## src/rtl/decode_issue_reg_way0_if.sv

```systemverilog
// Decoder-to-execute bundle and handshake for the way-0 issue register.
// The slave view belongs to the issue register; the master view is the surrounding pipeline.
interface decode_issue_reg_way0_if #(
  parameter int DATA_W = 64,
  parameter int ADDR_W = 32
);
  logic              flush_i;
  logic              valid_i;
  logic              ready_o;
  logic [4:0]        rdAddr_i;
  logic              rdWriteEnable_i;
  logic [DATA_W-1:0] rs1ReadData_i;
  logic [DATA_W-1:0] rs2ReadData_i;
  logic [DATA_W-1:0] imm_i;
  logic [6:0]        opCode_i;
  logic [2:0]        funct3_i;
  logic [6:0]        funct7_i;
  logic [5:0]        shamt_i;
  logic [1:0]        pID_i;
  logic [ADDR_W-1:0] instAddr_i;

  logic              valid_o;
  logic              ready_i;
  logic [4:0]        rdAddr_o;
  logic              rdWriteEnable_o;
  logic [DATA_W-1:0] rs1ReadData_o;
  logic [DATA_W-1:0] rs2ReadData_o;
  logic [DATA_W-1:0] imm_o;
  logic [6:0]        opCode_o;
  logic [2:0]        funct3_o;
  logic [6:0]        funct7_o;
  logic [5:0]        shamt_o;
  logic [1:0]        pID_o;
  logic [ADDR_W-1:0] instAddr_o;

  modport slave (
    input  flush_i, valid_i, rdAddr_i, rdWriteEnable_i, rs1ReadData_i, rs2ReadData_i,
           imm_i, opCode_i, funct3_i, funct7_i, shamt_i, pID_i, instAddr_i, ready_i,
    output ready_o, valid_o, rdAddr_o, rdWriteEnable_o, rs1ReadData_o, rs2ReadData_o,
           imm_o, opCode_o, funct3_o, funct7_o, shamt_o, pID_o, instAddr_o
  );

  modport master (
    output flush_i, valid_i, rdAddr_i, rdWriteEnable_i, rs1ReadData_i, rs2ReadData_i,
           imm_i, opCode_i, funct3_i, funct7_i, shamt_i, pID_i, instAddr_i, ready_i,
    input  ready_o, valid_o, rdAddr_o, rdWriteEnable_o, rs1ReadData_o, rs2ReadData_o,
           imm_o, opCode_o, funct3_o, funct7_o, shamt_o, pID_o, instAddr_o
  );
endinterface

```

## src/rtl/decode_issue_reg_way0.sv

```systemverilog
// Way-0 decode/execute boundary: 2-entry skid buffer with registered ready and whole-stage flush.
// Outputs come straight from the head register, which is zeroed whenever it holds nothing.
module decode_issue_reg_way0 #(
  parameter int          DATA_W = 64,
  parameter int          ADDR_W = 32,
  parameter int unsigned DEPTH  = 2
) (
  input logic                    clk,
  input logic                    rst,
  decode_issue_reg_way0_if.slave bus
);

  typedef struct packed {
    logic [4:0]        rdAddr;
    logic              rdWriteEnable;
    logic [DATA_W-1:0] rs1ReadData;
    logic [DATA_W-1:0] rs2ReadData;
    logic [DATA_W-1:0] imm;
    logic [6:0]        opCode;
    logic [2:0]        funct3;
    logic [6:0]        funct7;
    logic [5:0]        shamt;
    logic [1:0]        pID;
    logic [ADDR_W-1:0] instAddr;
  } bundle_t;

  typedef enum logic [1:0] {
    EMPTY = 2'd0,
    ONE   = 2'd1,
    TWO   = 2'd2
  } state_t;

  state_t  r_state;
  state_t  w_stateNext;
  bundle_t r_head;
  bundle_t r_skid;
  bundle_t w_headNext;
  bundle_t w_skidNext;
  bundle_t w_in;
  logic    w_push;
  logic    w_pop;

  assign w_in = '{
    rdAddr:        bus.rdAddr_i,
    rdWriteEnable: bus.rdWriteEnable_i,
    rs1ReadData:   bus.rs1ReadData_i,
    rs2ReadData:   bus.rs2ReadData_i,
    imm:           bus.imm_i,
    opCode:        bus.opCode_i,
    funct3:        bus.funct3_i,
    funct7:        bus.funct7_i,
    shamt:         bus.shamt_i,
    pID:           bus.pID_i,
    instAddr:      bus.instAddr_i
  };

  assign w_push = bus.valid_i && bus.ready_o;
  assign w_pop  = bus.valid_o && bus.ready_i;

  always_ff @(posedge clk) begin
    if (rst) begin
      r_state <= EMPTY;
      r_head  <= '0;
      r_skid  <= '0;
    end else begin
      r_state <= w_stateNext;
      r_head  <= w_headNext;
      r_skid  <= w_skidNext;
    end
  end

  // Vacated entries are cleared so a non-valid head always presents zeros.
  always_comb begin
    w_stateNext = r_state;
    w_headNext  = r_head;
    w_skidNext  = r_skid;
    if (bus.flush_i) begin
      w_stateNext = EMPTY;
      w_headNext  = '0;
      w_skidNext  = '0;
    end else begin
      case (r_state)
        EMPTY: begin
          if (w_push) begin
            w_stateNext = ONE;
            w_headNext  = w_in;
          end
        end
        ONE: begin
          if (w_push && !w_pop) begin
            w_stateNext = TWO;
            w_skidNext  = w_in;
          end else if (w_pop && !w_push) begin
            w_stateNext = EMPTY;
            w_headNext  = '0;
          end else if (w_push && w_pop) begin
            w_headNext  = w_in;
          end
        end
        TWO: begin
          if (w_pop) begin
            w_stateNext = ONE;
            w_headNext  = r_skid;
            w_skidNext  = '0;
          end
        end
        default: begin
          w_stateNext = EMPTY;
          w_headNext  = '0;
          w_skidNext  = '0;
        end
      endcase
    end
  end

  // The state encoding doubles as the occupancy count.
  always_comb begin
    bus.valid_o         = (r_state != EMPTY);
    bus.ready_o         = !rst && ({30'd0, r_state} < DEPTH);
    bus.rdAddr_o        = r_head.rdAddr;
    bus.rdWriteEnable_o = r_head.rdWriteEnable;
    bus.rs1ReadData_o   = r_head.rs1ReadData;
    bus.rs2ReadData_o   = r_head.rs2ReadData;
    bus.imm_o           = r_head.imm;
    bus.opCode_o        = r_head.opCode;
    bus.funct3_o        = r_head.funct3;
    bus.funct7_o        = r_head.funct7;
    bus.shamt_o         = r_head.shamt;
    bus.pID_o           = r_head.pID;
    bus.instAddr_o      = r_head.instAddr;
  end

endmodule

```

## src/flat_wrapper.sv

```systemverilog
// flat-port wrapper written by rule: the top's interface ports become plain ports
module decode_issue_reg_way0_flat 
#(
  parameter int          DATA_W = 64,
  parameter int          ADDR_W = 32,
  parameter int unsigned DEPTH  = 2
)
  (clk, rst, bus_flush_i, bus_valid_i, bus_rdAddr_i, bus_rdWriteEnable_i, bus_rs1ReadData_i, bus_rs2ReadData_i, bus_imm_i, bus_opCode_i, bus_funct3_i, bus_funct7_i, bus_shamt_i, bus_pID_i, bus_instAddr_i, bus_ready_i, bus_ready_o, bus_valid_o, bus_rdAddr_o, bus_rdWriteEnable_o, bus_rs1ReadData_o, bus_rs2ReadData_o, bus_imm_o, bus_opCode_o, bus_funct3_o, bus_funct7_o, bus_shamt_o, bus_pID_o, bus_instAddr_o);
  decode_issue_reg_way0_if #(.DATA_W(DATA_W), .ADDR_W(ADDR_W)) bus_i ();
  input logic clk;
  input logic rst;
  input wire logic [$bits(bus_i.flush_i)-1:0] bus_flush_i;
  input wire logic [$bits(bus_i.valid_i)-1:0] bus_valid_i;
  input wire logic [$bits(bus_i.rdAddr_i)-1:0] bus_rdAddr_i;
  input wire logic [$bits(bus_i.rdWriteEnable_i)-1:0] bus_rdWriteEnable_i;
  input wire logic [$bits(bus_i.rs1ReadData_i)-1:0] bus_rs1ReadData_i;
  input wire logic [$bits(bus_i.rs2ReadData_i)-1:0] bus_rs2ReadData_i;
  input wire logic [$bits(bus_i.imm_i)-1:0] bus_imm_i;
  input wire logic [$bits(bus_i.opCode_i)-1:0] bus_opCode_i;
  input wire logic [$bits(bus_i.funct3_i)-1:0] bus_funct3_i;
  input wire logic [$bits(bus_i.funct7_i)-1:0] bus_funct7_i;
  input wire logic [$bits(bus_i.shamt_i)-1:0] bus_shamt_i;
  input wire logic [$bits(bus_i.pID_i)-1:0] bus_pID_i;
  input wire logic [$bits(bus_i.instAddr_i)-1:0] bus_instAddr_i;
  input wire logic [$bits(bus_i.ready_i)-1:0] bus_ready_i;
  output wire logic [$bits(bus_i.ready_o)-1:0] bus_ready_o;
  output wire logic [$bits(bus_i.valid_o)-1:0] bus_valid_o;
  output wire logic [$bits(bus_i.rdAddr_o)-1:0] bus_rdAddr_o;
  output wire logic [$bits(bus_i.rdWriteEnable_o)-1:0] bus_rdWriteEnable_o;
  output wire logic [$bits(bus_i.rs1ReadData_o)-1:0] bus_rs1ReadData_o;
  output wire logic [$bits(bus_i.rs2ReadData_o)-1:0] bus_rs2ReadData_o;
  output wire logic [$bits(bus_i.imm_o)-1:0] bus_imm_o;
  output wire logic [$bits(bus_i.opCode_o)-1:0] bus_opCode_o;
  output wire logic [$bits(bus_i.funct3_o)-1:0] bus_funct3_o;
  output wire logic [$bits(bus_i.funct7_o)-1:0] bus_funct7_o;
  output wire logic [$bits(bus_i.shamt_o)-1:0] bus_shamt_o;
  output wire logic [$bits(bus_i.pID_o)-1:0] bus_pID_o;
  output wire logic [$bits(bus_i.instAddr_o)-1:0] bus_instAddr_o;
  assign bus_i.flush_i = bus_flush_i;
  assign bus_i.valid_i = bus_valid_i;
  assign bus_i.rdAddr_i = bus_rdAddr_i;
  assign bus_i.rdWriteEnable_i = bus_rdWriteEnable_i;
  assign bus_i.rs1ReadData_i = bus_rs1ReadData_i;
  assign bus_i.rs2ReadData_i = bus_rs2ReadData_i;
  assign bus_i.imm_i = bus_imm_i;
  assign bus_i.opCode_i = bus_opCode_i;
  assign bus_i.funct3_i = bus_funct3_i;
  assign bus_i.funct7_i = bus_funct7_i;
  assign bus_i.shamt_i = bus_shamt_i;
  assign bus_i.pID_i = bus_pID_i;
  assign bus_i.instAddr_i = bus_instAddr_i;
  assign bus_i.ready_i = bus_ready_i;
  assign bus_ready_o = bus_i.ready_o;
  assign bus_valid_o = bus_i.valid_o;
  assign bus_rdAddr_o = bus_i.rdAddr_o;
  assign bus_rdWriteEnable_o = bus_i.rdWriteEnable_o;
  assign bus_rs1ReadData_o = bus_i.rs1ReadData_o;
  assign bus_rs2ReadData_o = bus_i.rs2ReadData_o;
  assign bus_imm_o = bus_i.imm_o;
  assign bus_opCode_o = bus_i.opCode_o;
  assign bus_funct3_o = bus_i.funct3_o;
  assign bus_funct7_o = bus_i.funct7_o;
  assign bus_shamt_o = bus_i.shamt_o;
  assign bus_pID_o = bus_i.pID_o;
  assign bus_instAddr_o = bus_i.instAddr_o;
  decode_issue_reg_way0 #(.DATA_W(DATA_W), .ADDR_W(ADDR_W), .DEPTH(DEPTH)) u_core (.clk(clk), .rst(rst), .bus(bus_i));
endmodule
```

## config.mk

```make
export PLATFORM = sky130hd
export DESIGN_NAME = decode_issue_reg_way0_flat
export DESIGN_NICKNAME = d
export VERILOG_FILES = /design/src/rtl/decode_issue_reg_way0_if.sv /design/src/rtl/decode_issue_reg_way0.sv /design/src/flat_wrapper.sv
export SDC_FILE = /design/constraint.sdc
export NUM_CORES = 1
export LEC_CHECK = 0
export ABC_CLOCK_PERIOD_IN_PS = 2310
export CELL_PAD_IN_SITES_DETAIL_PLACEMENT = 1
export CELL_PAD_IN_SITES_GLOBAL_PLACEMENT = 1
export CORE_ASPECT_RATIO = 0.8
export CORE_MARGIN = 5
export CORE_UTILIZATION = 40
export DETAILED_ROUTE_END_ITERATION = 12
export HOLD_SLACK_MARGIN = 0.08
export PLACE_DENSITY_LB_ADDON = 0.1
export SLEW_MARGIN = 20
export SYNTH_ARGS = -nofsm -noshare
export SYNTH_HDL_FRONTEND = slang
export SYNTH_SLANG_ARGS = --single-unit
```

## constraint.sdc

```tcl
create_clock -name clk -period 2.31 [get_ports clk]
set_input_delay 0.462 -clock clk [delete_from_list [all_inputs] [get_ports clk]]
set_output_delay 0.462 -clock clk [all_outputs]
set_load 0.05 [all_outputs]
```

Word-level counts from Yosys, hierarchy flattened
Cells that the tools add are included.
- register bits: 512
- bits of input ports: 260
- output and inout port bits: 257
- order comparisons: 1
- equal/unequal tests: 8
- mux-type cells: 14
- bitwise gates (word level): 1
- reductions and logical operators: 15
- operator list (operator ; count):
    2-to-1 mux 255 bit ; 7
    one-hot mux 255 bit (3 select lines) ; 2
    2-to-1 mux 2 bit ; 4
    logical AND 1 bit ; 6
    inequality test 2 x 1 -> 1 bit, second input constant ; 3
    inequality test 3 x 1 -> 1 bit, second input constant ; 2
    one-hot mux 2 bit (3 select lines) ; 1
    AND reduction 3 bit ; 2
    AND reduction 4 bit ; 1
    zero test 1 bit ; 3
    == test 2 x 1 -> 1 bit, second input constant ; 1
    == test 2 bit, second input constant ; 1
    zero test 2 bit ; 1
    < comparator 2 bit, second input constant ; 1
    inequality test 2 bit, second input constant ; 1
    nonzero test 2 bit ; 1
    OR reduction 2 bit ; 1
    NOT 1 bit ; 1

Depth between registers and ports, before layout
- depth after elaboration: 8
- depth in mapped cells: 7
- mapped depth without buffers: 3

Worst setup path before layout
OpenSTA, ideal clock, no wires.
- path type: input to register
- start point: in bus_valid_i
- end point: reg u_core.r_head, in the netlist u_core.bus.funct3_o[0]
- library setup time: 0.122 ns
- arrival time: 1.499 ns
- required time: 2.188 ns
- slack: 0.690 ns
- cell stages on the path: 6
- path buffers: 3
- cells stage by stage: nor2b_1 > and3_1 > buf_2 > buf_6 > buf_2 > a221o_1
- cells in the longest elaborated chain, start to end: 6
- elaborated cells between the ends (all ways): 12
- classes of those cells: eq/ne: 3; mux: 3; reduce/logical: 6
- ends and longest elaborated chain (element ; RTL line ; RTL):
    start, declared ; flat_wrapper.sv:13 ; input wire logic [$bits(bus_i.valid_i)-1:0] bus_valid_i;
    logical AND 1 bit * ; decode_issue_reg_way0.sv:57 ; assign w_push = bus.valid_i && bus.ready_o;
    zero test 1 bit ; decode_issue_reg_way0.sv:93 ; end else if (w_pop && !w_push) begin
    logical AND 1 bit ; decode_issue_reg_way0.sv:93 ;
    2-to-1 mux 255 bit ; decode_issue_reg_way0.sv:93 ;
    2-to-1 mux 255 bit ; decode_issue_reg_way0.sv:90 ; if (w_push && !w_pop) begin
    one-hot mux 255 bit (3 select lines) ; decode_issue_reg_way0.sv:82 ; case (r_state)
    end signal, assigned ; decode_issue_reg_way0.sv:67 ; r_head <= w_headNext;
    end, declared ; decode_issue_reg_way0.sv:35 ; bundle_t r_head;
Mark *: on every way between the ends. The rest lies on a longest branch, timed or not. The select of a mux whose other input is x is not followed.
A chain may end at the register's enable or synchronous reset.

Worst setup path in the final report
- start point: reg u_core.r_head, in the netlist u_core.bus.opCode_o[0]
- end point: out bus_opCode_o[0]
- RTL lines (element ; RTL line ; RTL):
    end, declared ; flat_wrapper.sv:33 ; output wire logic [$bits(bus_i.opCode_o)-1:0] bus_opCode_o;
No word-level cell between the ends.

==> impl_summary.md <==
Global routing
The global route total overflow is 0. The wire length of the first global-routing pass is 108,000 µm. The initial antenna violation count is 14.

The total global routing track utilization is 0.243. The number of global-route vias before repair came to 18.5k. The maximum number of pins on one net before global-route repair is 68.

Logic synthesis
When the netlist entered floorplanning its net count stood at 2,266. In this run the mean area of a mapped cell was 9.97 µm². The basic-gate share of the synthesized area counting and, or, nand and nor cells is 0.180. Of the total synthesized cell area, the portion taken by full adders, half adders and majority gates is 0. The cell type with the largest total area after synthesis is sky130_fd_sc_hd__dfxtp_1. The warning count from the yosys run is 0. The gate count of the mapped netlist is between 2k and 2.5k. The part of the Yosys area used for sequential elements is 0.512. The count of distinct cell types in the synthesized netlist is 24.

Yosys attributes the largest share of cell area to sky130_fd_sc_hd__dfxtp_1 (51%), sky130_fd_sc_hd__mux2i_1 (13%), sky130_fd_sc_hd__a221o_1 (13%), sky130_fd_sc_hd__nand2_1 (9.6%), sky130_fd_sc_hd__and3_1 (8.0%). The complex-gate fraction of the synthesized area is 0.129. Measured against the total synthesized area, the mux share comes to 0.129. The post-synthesis cell area is 0.0200 mm². The largest family of logic cells by synthesized area is simple AND/OR/NAND/NOR gates. The register bit total from synthesis is just over 500. The share of synthesized area in the top cell type comes to 0.512. The synthesized-area fraction occupied by xor and xnor cells is 0.

Cells and area
The final standard cell count with taps included and fillers excluded is 3,187. The net count of the finished layout is 2,721. From synthesis to final layout, the design area changed by 40.9%.

The commonest non-fill, non-tap cell in the layout is sky130_fd_sc_hd__dfxtp_1. The library cells used most frequently in the layout, excluding fill and tap cells, are sky130_fd_sc_hd__dfxtp_1 (512), sky130_fd_sc_hd__nand2_1 (510), sky130_fd_sc_hd__clkdlybuf4s50_1 (471). The proportion of layout cells with a drive suffix above 1 is 0.0695.

Flow run
The number of max-capacitance violations reported is 0.

Power
For this design the total switching power over the nets is 4.96 mW. For this design the static power due to leakage is 11.2 nW. The peak supply drop is 0.521 mV.

The design draws roughly 20 mW. Of the total power, the share spent switching nets is 0.250. The share of total power dissipated in sequential elements is 0.460. The internal power is around 15 mW. Dividing total power by cell area gives a power density of 702 mW/mm². The share of total power in combinational logic is 0.112.

Of the total power, the clock network draws 0.428.

Setup path
The nature of the critical path endpoint is an output port. Counting cells, the worst reg-to-reg path comes to 5. Counting both buffers and inverters, the worst setup path holds a total of 1.

On the worst path, the slowest cell contributes a delay of 830 ps. Data on the critical path is required at its endpoint by 1850 ps. In this run the worst path has a maximum fanout of 2. For this design, the slowest cell found on the critical path is sky130_fd_sc_hd__clkdlybuf4s50_1. Traced cell by cell, the critical path runs through clkdlybuf4s50_1. The data arrival time of the critical path is 1800 ps. The kind of cell with the highest combined delay on the critical path is buffers and inverters. The reg-to-reg critical path endpoint is u_core.bus.rs1ReadData_o[33]. STA classifies the critical path startpoint as a flop. The setup path with the least slack is of type flop to output port. The startpoint identified for the worst register-to-register timing path is u_core.r_state[0]. In this run the register-to-register setup slack is 480 ps.

Placed design
In this run the tool buffered the top-level ports with 516 buffer cells. Routability-driven placement finished with a final weighted congestion of 0.800. The wire-length estimate of the detail-placed layout is a little under 50,000 µm. The placed instance count is 3,082.

Floorplanning
The starting utilization of the core area is 0.403. The number of top-level design ports is 517. The placeable core region is a little under 0.05 mm². From bottom edge to top edge, the die measures 210 µm. In this run the horizontal extent of the chip is about 260 µm. The die covers 0.0546 mm².

The number of placement rows is 73.

Detailed routing
For this block, the via count after detailed routing is 17.5k. The violation count after the first detailed-route iteration is 1,045. The via density per instance is between 5 and 6. The aggregate routed wire length is 70,500 µm. In the routed design, unresolved DRC markers number 0. Once detail routing completed, the nets flagged for antenna violations numbered 0. The first-pass iteration count of the detailed router is 5.

Dividing the detail-routed wire length by the instance count gives ~22 µm.

Timing
The normalized max-slew margin is 0.578. The worst-margin pin slew is around 640 ps. Setup repair after global routing left no endpoint under its margin. The count of endpoints failing setup in the final report is 0. The worst clock skew is ~12 ps.

The worst hold slack is 452 ps. In the finished design, the share of the clock period the worst path needs comes to 0.980. The count of final hold-check violations was 0. The final critical path time including I/O delays and setup is 2260 ps. The peak clock frequency supported by timing is ~0.44 GHz.

The count of pins over their slew limit is 0.

Clock network
The later-pin clock latency in the skew report is 590 ps. The buffer depth of the longest clock path is 3. The number of levels in the clock H-tree is 2. The CTS clock-pin slew for the worst setup and hold paths is 60 ps. TritonCTS built the clock tree.

The clock root buffer master is sky130_fd_sc_hd__clkbuf_16. Buffers inserted during clock tree synthesis total 52. The total clock sinks is 512.

Min path
The worst hold path passes through 2 cells. The start point of the worst hold path is u_core.r_skid[208]. The min-delay analysis places its worst path in the category flop to flop. The path with the worst hold slack has its endpoint at u_core.r_skid[208].

Outcome
The run finished with clean final reports.
## cell usage after synthesis, drive strengths merged
cell / number
nand2b: 1
clkbuf: 70
nor2: 3
nor3: 1
mux2i: 257
nor3b: 1
dfxtp: 512
nor4b: 2
o21ai: 1
o211a: 1
and3: 256
a211oi: 1
nand2: 510
o22a: 1
or2: 2
and3b: 1
buf: 130
a221o: 255
nor2b: 1
## area by class of cell
cell class / count / area [µm²]
clock buffer: 82 / 1570
tap: 675 / 845
fill: 5321 / 21400
timing repair buffer: 601 / 6560
sequential: 512 / 10200
multi-input combinational: 1294 / 8790
antenna: 10 / 25.0
clock inverter: 13 / 134
## tightest hold or removal path, cell delays in order, from the launching register on
cell and delay (ps):
sky130_fd_sc_hd__dfxtp_1 310, sky130_fd_sc_hd__nand2_1 50, sky130_fd_sc_hd__mux2i_1 50
## per-stage QoR
step | setup slack [ps] | util | setup TNS (ps) | instance area [µm²]
6_report | 45.7 | 0.568 | 0 | 28200
5_1_grt | 1.26 | 0.568 | 0 | 28200
4_1_cts | 0.744 | 0.567 | 0 | 28100
3_5_place_dp | -48.9 | 0.533 | -1010 | 26500
3_3_place_gp | 9.95 | 0.533 | 0 | 26500
2_1_floorplan | 690 | - | 0 | 20000
## layer usage
metal  up-vias  wire length [µm]  track usage
met1      8792             30000        0.308
met4        10              2210       0.0838
met5         -                81            0
met3       125              4260       0.0605
li1       8147                 -            -
met2       423             33900        0.408
## state kept, by name, summed over array words and instances (netlist names)
name	count
u_core.r_state	2
u_core.bus.funct7_o	7
u_core.bus.shamt_o	6
u_core.bus.imm_o	64
u_core.bus.opCode_o	7
u_core.bus.funct3_o	3
u_core.bus.instAddr_o	32
u_core.bus.rs2ReadData_o	64
u_core.bus.rs1ReadData_o	64
u_core.bus.rdWriteEnable_o	1
u_core.r_skid	255
u_core.bus.pID_o	2
u_core.bus.rdAddr_o	5
## power by group through the flow
| stage | clock (mW) | sequential (mW) | combinational [mW] |
|---|---|---|---|
| 6_report | 8.47 | 9.10 | 2.22 |
| 5_1_grt | 8.98 | 9.11 | 2.31 |
| 4_1_cts | 8.64 | 9.10 | 2.23 |
| 3_5_place_dp | 0 | 9.29 | 2.23 |
| 3_3_place_gp | 0 | 9.29 | 2.21 |
| 2_1_floorplan | 0 | 9.78 | 0.561 |
## logic make-up (layout without fill, tap and decap cells)
logic type,Yosys count,count (layout)
flops,512,512
compound gates,259,259
simple gates,778,778
other cells,0,10
buf+inv,200,696
mux,257,257
## worst max-delay path by stage
stage	start	end	slack [ps]	cells past startpoint
floorplan	bus_valid_i	u_core.bus.funct3_o[0]	690	6
global placement	bus_ready_i	u_core.r_skid[87]	10	6
detailed placement	rst	u_core.r_skid[170]	-50	6
CTS	u_core.bus.rs1ReadData_o[61]	bus_rs1ReadData_o[61]	0.7	1
global route	u_core.bus.funct3_o[1]	bus_funct3_o[1]	1	1
finish	u_core.bus.opCode_o[0]	bus_opCode_o[0]	50	1
## timing repair
item,4_1_cts,5_1_grt
hold endpoints to repair,0,0
cloned,0,0
buffers inserted,0,0
resized for setup,28,15
pin swaps,0,0
hold buffers,0,0
endpoints found under the setup margin,28,15
(Power assumes the default switching activity.)
